==> config.mk <==
export PLATFORM = sky130hd
export DESIGN_NAME = reg8_bank
export DESIGN_NICKNAME = d
export VERILOG_FILES = /design/src/rtl/reg8_bank.sv
export SDC_FILE = /design/constraint.sdc
export NUM_CORES = 1
export LEC_CHECK = 0
export BUFFER_PORTS_ARGS = -buffer_cell sky130_fd_sc_hd__buf_2
export CAP_MARGIN = 10
export CORE_MARGIN = 2
export CORE_UTILIZATION = 55
export CTS_BUF_LIST = sky130_fd_sc_hd__clkbuf_4
export DETAILED_ROUTE_END_ITERATION = 8
export PLACE_DENSITY = 0.86
export SYNTH_ARGS = -nofsm -noshare
export SYNTH_HDL_FRONTEND = slang
export SYNTH_SLANG_ARGS = --single-unit
==> constraint.sdc <==
create_clock -name clk -period 3.5 [get_ports clk]
set_clock_uncertainty 0.15 [all_clocks]
set_input_delay 0.35 -clock clk [delete_from_list [all_inputs] [get_ports clk]]
set_output_delay 0.35 -clock clk [all_outputs]
set_load 0.005 [all_outputs]
==> src/rtl/reg8_bank.sv <==
`default_nettype none
// ============================================================================
// Module   : reg8_bank
// Purpose  : Eight-entry register bank feeding the 8:1 read-select stage.
//            Loaded either by a random-access write port or by a burst-fill
//            engine that takes r0..r7 in order from a valid/ready byte
//            stream. A synchronous clear wipes the bank and aborts a burst.
// Revision : 1.0 - initial release
// ============================================================================
module reg8_bank #(
    parameter int WIDTH = 8,
    parameter int SEL_W = 4
) (
    input  logic             clk,
    input  logic             rst_n,
    input  logic             clr,
    input  logic             we,
    input  logic [SEL_W-1:0] wsel,
    input  logic [WIDTH-1:0] wdata,
    input  logic             burst_start,
    input  logic             s_valid,
    input  logic [WIDTH-1:0] s_data,
    output logic             s_ready,
    output logic             busy,
    output logic             done,
    output logic             wr_err,
    output logic [WIDTH-1:0] r0,
    output logic [WIDTH-1:0] r1,
    output logic [WIDTH-1:0] r2,
    output logic [WIDTH-1:0] r3,
    output logic [WIDTH-1:0] r4,
    output logic [WIDTH-1:0] r5,
    output logic [WIDTH-1:0] r6,
    output logic [WIDTH-1:0] r7
);

    // Burst engine state encoding
    localparam logic [1:0] c_s_idle = 2'd0;
    localparam logic [1:0] c_s_fill = 2'd1;
    localparam logic [1:0] c_s_done = 2'd2;

    localparam logic [2:0] c_ptr_last = 3'd7;

    logic [1:0]       r_state;
    logic [1:0]       w_state_nxt;
    logic [2:0]       r_ptr;
    logic [2:0]       w_ptr_nxt;
    logic [WIDTH-1:0] r_regs [8];
    logic             r_wr_err;
    logic             w_wr_err_nxt;
    logic             w_sel_ok;
    logic             w_idle;
    logic             w_single;
    logic             w_accept;

    // Only indices 0..7 address a register; any set upper bit is out of range.
    generate
        if (SEL_W > 3) begin : g_sel_wide
            assign w_sel_ok = ~|wsel[SEL_W-1:3];
        end else begin : g_sel_narrow
            assign w_sel_ok = 1'b1;
        end
    endgenerate

    assign w_idle   = (r_state == c_s_idle);
    assign w_single = w_idle && we && w_sel_ok && !clr;
    assign w_accept = (r_state == c_s_fill) && s_valid && !clr;

    // A write is rejected when out of range or when the burst engine owns the
    // bank; clr suppresses the error pulse.
    assign w_wr_err_nxt = !clr && we && (!w_idle || !w_sel_ok);

    // Next-state and pointer decode for the burst engine
    always_comb begin
        w_state_nxt = r_state;
        w_ptr_nxt   = r_ptr;
        if (clr) begin
            w_state_nxt = c_s_idle;
            w_ptr_nxt   = 3'd0;
        end else begin
            case (r_state)
                c_s_idle: begin
                    if (burst_start) begin
                        w_state_nxt = c_s_fill;
                        w_ptr_nxt   = 3'd0;
                    end
                end
                c_s_fill: begin
                    if (s_valid) begin
                        if (r_ptr == c_ptr_last) begin
                            w_state_nxt = c_s_done;
                        end else begin
                            w_ptr_nxt = r_ptr + 3'd1;
                        end
                    end
                end
                c_s_done: begin
                    w_state_nxt = c_s_idle;
                end
                default: begin
                    w_state_nxt = c_s_idle;
                    w_ptr_nxt   = 3'd0;
                end
            endcase
        end
    end

    // State, pointer and error-pulse registers
    always_ff @(posedge clk or negedge rst_n) begin
        if (!rst_n) begin
            r_state  <= c_s_idle;
            r_ptr    <= 3'd0;
            r_wr_err <= 1'b0;
        end else begin
            r_state  <= w_state_nxt;
            r_ptr    <= w_ptr_nxt;
            r_wr_err <= w_wr_err_nxt;
        end
    end

    // Register array: clear, single write (IDLE only) or stream accept (FILL
    // only); the two write sources are mutually exclusive by state.
    always_ff @(posedge clk or negedge rst_n) begin
        if (!rst_n) begin
            for (int i = 0; i < 8; i++) begin
                r_regs[i] <= '0;
            end
        end else if (clr) begin
            for (int i = 0; i < 8; i++) begin
                r_regs[i] <= '0;
            end
        end else if (w_single) begin
            r_regs[wsel[2:0]] <= wdata;
        end else if (w_accept) begin
            r_regs[r_ptr] <= s_data;
        end
    end

    assign s_ready = (r_state == c_s_fill);
    assign busy    = !w_idle;
    assign done    = (r_state == c_s_done);
    assign wr_err  = r_wr_err;

    assign r0 = r_regs[0];
    assign r1 = r_regs[1];
    assign r2 = r_regs[2];
    assign r3 = r_regs[3];
    assign r4 = r_regs[4];
    assign r5 = r_regs[5];
    assign r6 = r_regs[6];
    assign r7 = r_regs[7];

endmodule
`default_nettype wire

## Yosys cells after proc, flatten, opt, wreduce, memory -nomap -nowiden

Cells that the tools add are included.

| word-level totals | value |
|---|---|
| flip-flop bits (word level) | 70 |
| output and inout port bits | 68 |

| operators by class | value |
|---|---|
| add/subtract/negate cells | 1 |
| order comparisons | 4 |
| equality and inequality tests | 8 |
| multiplexer cells | 19 |
| bitwise gates (word level) | 2 |
| reductions and logical operators | 17 |

Operators with widths:

| operator | number |
|---|---|
| 64-bit 2-to-1 mux | 3 |
| 64-bit bitwise mux | 2 |
| 8-bit demux with 3-bit select | 2 |
| 8-bit 2-to-1 mux | 2 |
| 3-bit 2-to-1 mux | 4 |
| 1-bit logical AND | 9 |
| 3-bit inequality test (second input constant) | 3 |
| 3-bit case mux with 3 select lines | 1 |
| 4-bit greater-or-equal comparator (second input constant) | 2 |
| 4-bit by 1-bit less-than comparator with 1-bit output (second input constant) | 2 |
| 2-bit 2-to-1 mux | 4 |
| 3-bit inverter with 4-bit output | 2 |
| 2-bit case mux with 2 select lines | 1 |
| 4-bit AND reduction | 1 |
| 3-bit by 1-bit adder with 3-bit output (second input constant) | 1 |
| 3-bit equality test (second input constant) | 1 |
| 1-bit logical NOT | 3 |
| 3-bit by 2-bit inequality test with 1-bit output (second input constant) | 1 |
| 3-bit AND reduction | 1 |
| 3-bit nonzero test | 1 |
| 2-bit by 1-bit equality test with 1-bit output (second input constant) | 1 |
| 2-bit equality test (second input constant) | 1 |
| 2-bit logical NOT | 1 |
| 2-bit inequality test (second input constant) | 1 |
| 1-bit logical OR | 1 |

## Longest topological paths before layout

| logic depth | value |
|---|---|
| depth after elaboration | 9 |
| depth in mapped cells | 7 |

## Worst setup path after synthesis

No wires, ideal clock.

| timing path | value |
|---|---|
| path type | reg2reg |
| start point | register r_state[0] |
| end point | register r_regs, in the netlist r1[0] |
| setup time | 125 ps |
| data arrival time | 1748 ps |
| path slack | 1477 ps |
| cell stages (with the launch flop) | 7 |
| clock period less this slack | 2023 ps |
| path through | dfrtp_1 -> buf_6 -> nor4b_4 -> nor2_2 -> buf_6 -> a2bb2oi_4 -> mux2_2 |

| on the way | value |
|---|---|
| cells in the longest elaborated chain, start to end | 6 |

Ends and longest elaborated chain:

| element | RTL line | RTL |
|---|---|---|
| from (decl) | 44 | `logic [1:0] r_state;` |
| from (signal assigned) | 111 | `r_state <= c_s_idle;` |
| from (signal assigned) | 115 | `r_state <= w_state_nxt;` |
| 2-bit logical NOT | 65 | `assign w_idle = (r_state == c_s_idle);` |
| 1-bit logical AND (3 in series) | 66 | `assign w_single = w_idle && we && w_sel_ok && !clr;` |
| 64-bit 2-to-1 mux | 132 | `end else if (w_single) begin` |
| 64-bit 2-to-1 mux | 128 | `end else if (clr) begin` |
| to (signal, indexed assignment) | 133 | `r_regs[wsel[2:0]] <= wdata;` |
| to (signal, indexed assignment) | 135 | `r_regs[r_ptr] <= s_data;` |
| to (decl) | 48 | `logic [WIDTH-1:0] r_regs [8];` |

Parallel ways exist; a longest one is shown, timed or not.
A chain may end at the register's enable or synchronous reset.

## Final worst setup path

| timing path | value |
|---|---|
| start point | register r_state[0] |
| end point | register r_regs, in the netlist r4[5] |

The elaborated chain is that of the path after synthesis.

==> results.json <==
{
  "core_area_mm2": 0.00729,
  "cts_sinks": 70,
  "synth_edf_count": 0,
  "routed_wl_um": 11300,
  "layout_commonest_cell": "buf_2",
  "whs_path_depth": 3,
  "yosysSeqAreaShare_pct": 42.3,
  "cts-root-buf": "clkbuf_4",
  "crit_arrival_ns": 2.84,
  "drt_iter0_markers": 315,
  "synth-seq-cells": 70,
  "most-common-layout-cells": "buf_2 (93), dfrtp_1 (70), mux2_2 (64)",
  "cp-end-kind": "register",
  "rsz0062_at_grt": "no",
  "nFillCells": 631,
  "antenna_cells": 0,
  "p_leak_nw": 2.37,
  "combPwrFrac_pct": 16.0,
  "port_buffers": 93,
  "outcome": "finished, final reports clean",
  "nets": 477,
  "required_ns": 3.68,
  "power.share.clock_pct": 34.2,
  "first_global_vias": 3500,
  "grt_use_total_pct": 28.2,
  "critical_path_class": "reg2reg",
  "syn_nets": 402,
  "grt_first_pass_wirelength_um": 18000,
  "routedWlPerCell_um": 20.4,
  "max_freq_ghz": 0.375,
  "yosys_warnings": 0,
  "power_switching_mw": 0.473,
  "cap_viol_max_count": 0,
  "cts_buffers": 9,
  "avgSynthCellArea_um2": 11.1,
  "rows": 31,
  "netlist_instances": 374,
  "clk_latency_ns": 0.43,
  "clock_path_buffers": 2,
  "gp_congestion": 0.962,
  "grt_overflow": 0,
  "seqPwrFrac_pct": 49.8,
  "switching_share_pct": 27.5,
  "finalCritPeriodShare_pct": 76.3,
  "finalSetupViolations": 0,
  "holdBufCountCts": 1,
  "hold_path_class": "in2reg",
  "die_x_um": 90.8,
  "grt_max_degree": 39,
  "drc": 0,
  "dieArea_mm2": 0.00825,
  "drive_above_1_share_pct": 43.0,
  "utilization_pct": 64.9,
  "min_period_ns": 2.67,
  "htreeDepth": 3,
  "slew_violations": 0,
  "worst_pin_slew_ns": 0.848,
  "vias": 3555,
  "synthArstFlopShare_pct": 100,
  "grt_antenna_before_repair": 0,
  "synth.distinct_cells": 47,
  "worst_ir_drop_vdd_v": 0.000179,
  "path_clk_slew_ns": 0.11,
  "synthesis.area_mm2": 0.00415,
  "fin_setup_tns_ns": 0,
  "dp_hpwl_um": 7780,
  "post_cts_resized": 0,
  "ant_nets": 0,
  "reg2regPathDepth": 5,
  "intPower_mw": 1.25,
  "cts_setup_buffers": 0,
  "start_kind": "register",
  "start_util_pct": 56.8,
  "dieHeight_um": 90.8,
  "finalHoldViolCount": 0,
  "via_per_inst": 6.43,
  "powerDensity_mw_per_mm2": 364,
  "synth_flop_cell": "dfrtp_1",
  "cts_tree": "done",
  "path_max_fanout": 16,
  "area_growth_syn_to_layout_pct": 14.2,
  "max_slew_margin_pct": 43.3,
  "dr.pass1.iters": 7,
  "ioPinCount": 94
}
==> synthesized netlist by cell type (3+ instances only) <==
master,n,share of area [%]
clkbuf_1,3,0.27
nand2_1,45,4.1
o22ai_4,3,1.4
a22oi_1,23,4.2
mux2_2,64,17
nor3_2,6,1.4
buf_2,15,1.8
buf_6,5,1.4
nor3_1,6,0.72
nor3b_1,8,1.4
and3b_1,4,0.85
and2_1,3,0.45
nor2_1,10,0.91
a32o_1,7,1.7
buf_1,6,0.54
nor2b_1,8,1.2
buf_4,3,0.54
nand3b_1,4,0.72
nand3_1,12,1.4
a22o_1,32,6.8
dfrtp_1,70,42
==> path summary, 6_finish.rpt <==
check	endpoint	startpoint	slack, ns
hold / removal	r_state[1]$_DFFE_PN0P_	s_valid	0.07
setup reg to reg	r4[5]$_DFFE_PN0P_	r_state[0]$_DFFE_PN0P_	0.83
max in group asynchronous	r2[4]$_DFFE_PN0P_	rst_n	1.88
hold reg to reg	r5[3]$_DFFE_PN0P_	r5[3]$_DFFE_PN0P_	0.36
setup / recovery	r4[5]$_DFFE_PN0P_	r_state[0]$_DFFE_PN0P_	0.83
min in group asynchronous	r6[6]$_DFFE_PN0P_	rst_n	0.37
==> registers in the layout, summed over array words and instances, names as in the netlist <==
| signal | flops |
|---|---|
| r_state | 2 |
| r0 | 8 |
| r6 | 8 |
| r1 | 8 |
| r7 | 8 |
| r2 | 8 |
| r5 | 8 |
| r4 | 8 |
| r3 | 8 |
| r_ptr | 3 |
| wr_err | 1 |
==> cell type report <==
type | instances | area [um^2] | share of cell area (%)
timing repair buffer | 98 | 505 | 10.7
sequential | 70 | 1750 | 37.0
clock buffer | 11 | 82.6 | 1.74
clock inverter | 5 | 73.8 | 1.56
tap | 99 | 124 | 2.62
multi-input combinational | 267 | 2180 | 46.2
inverter | 3 | 11.3 | 0.238
==> power by group through the flow <==
stage	Sequential (mW)	Clock [mW]	Combinational (mW)
6_report	0.856	0.589	0.276
2_1_floorplan	0.868	0	0.180
3_5_place_dp	0.872	0	0.271
3_3_place_gp	0.871	0	0.265
4_1_cts	0.856	0.596	0.272
5_1_grt	0.861	0.633	0.295
==> critical path, cell delays in order, from the launching register on <==
cell	delay [ns]
dfrtp_1	0.51
nor4b_4	0.56
or2_1	0.59
buf_4	0.34
a22oi_1	0.12
mux2_2	0.29
==> stage by stage <==
step | instances | total power, mW | setup WS [ns] | hold WS, ns | instance area, um^2
floorplan | 374 | 1.05 | 1.48 | -0.0956 | 4150
global placement | 536 | 1.14 | 0.980 | 0.300 | 4570
detailed placement | 536 | 1.14 | 0.868 | 0.303 | 4570
CTS | 553 | 1.72 | 0.861 | 0.0639 | 4730
global route | 553 | 1.79 | 0.653 | 0.0506 | 4730
finish | 553 | 1.72 | 0.831 | 0.0665 | 4730
==> layer usage <==
| layer | part of all wire [%] | vias up | GRT usage, % |
|---|---|---|---|
| li1 | - | 1542 | - |
| met3 | 7.9 | 62 | 5.93 |
| met2 | 46 | 201 | 44.6 |
| met5 | 0 | - | 0 |
| met1 | 40 | 1750 | 36.1 |
| met4 | 5.5 | 0 | 16.2 |
==> cell families (layout without fill, tap and decap cells) <==
logic type	Yosys count	count (layout)	synth area share [%]
AND/OR/NAND/NOR	123	123	17.1
multiplexers	67	67	18.1
AO/OA/AOI/OAI	75	75	16.9
flip-flops	70	70	42.3
adder cells (fa/ha/maj)	2	2	0.604
buffers and inverters	37	117	5.04
No activity file was read; power rests on OpenSTA's default activity.
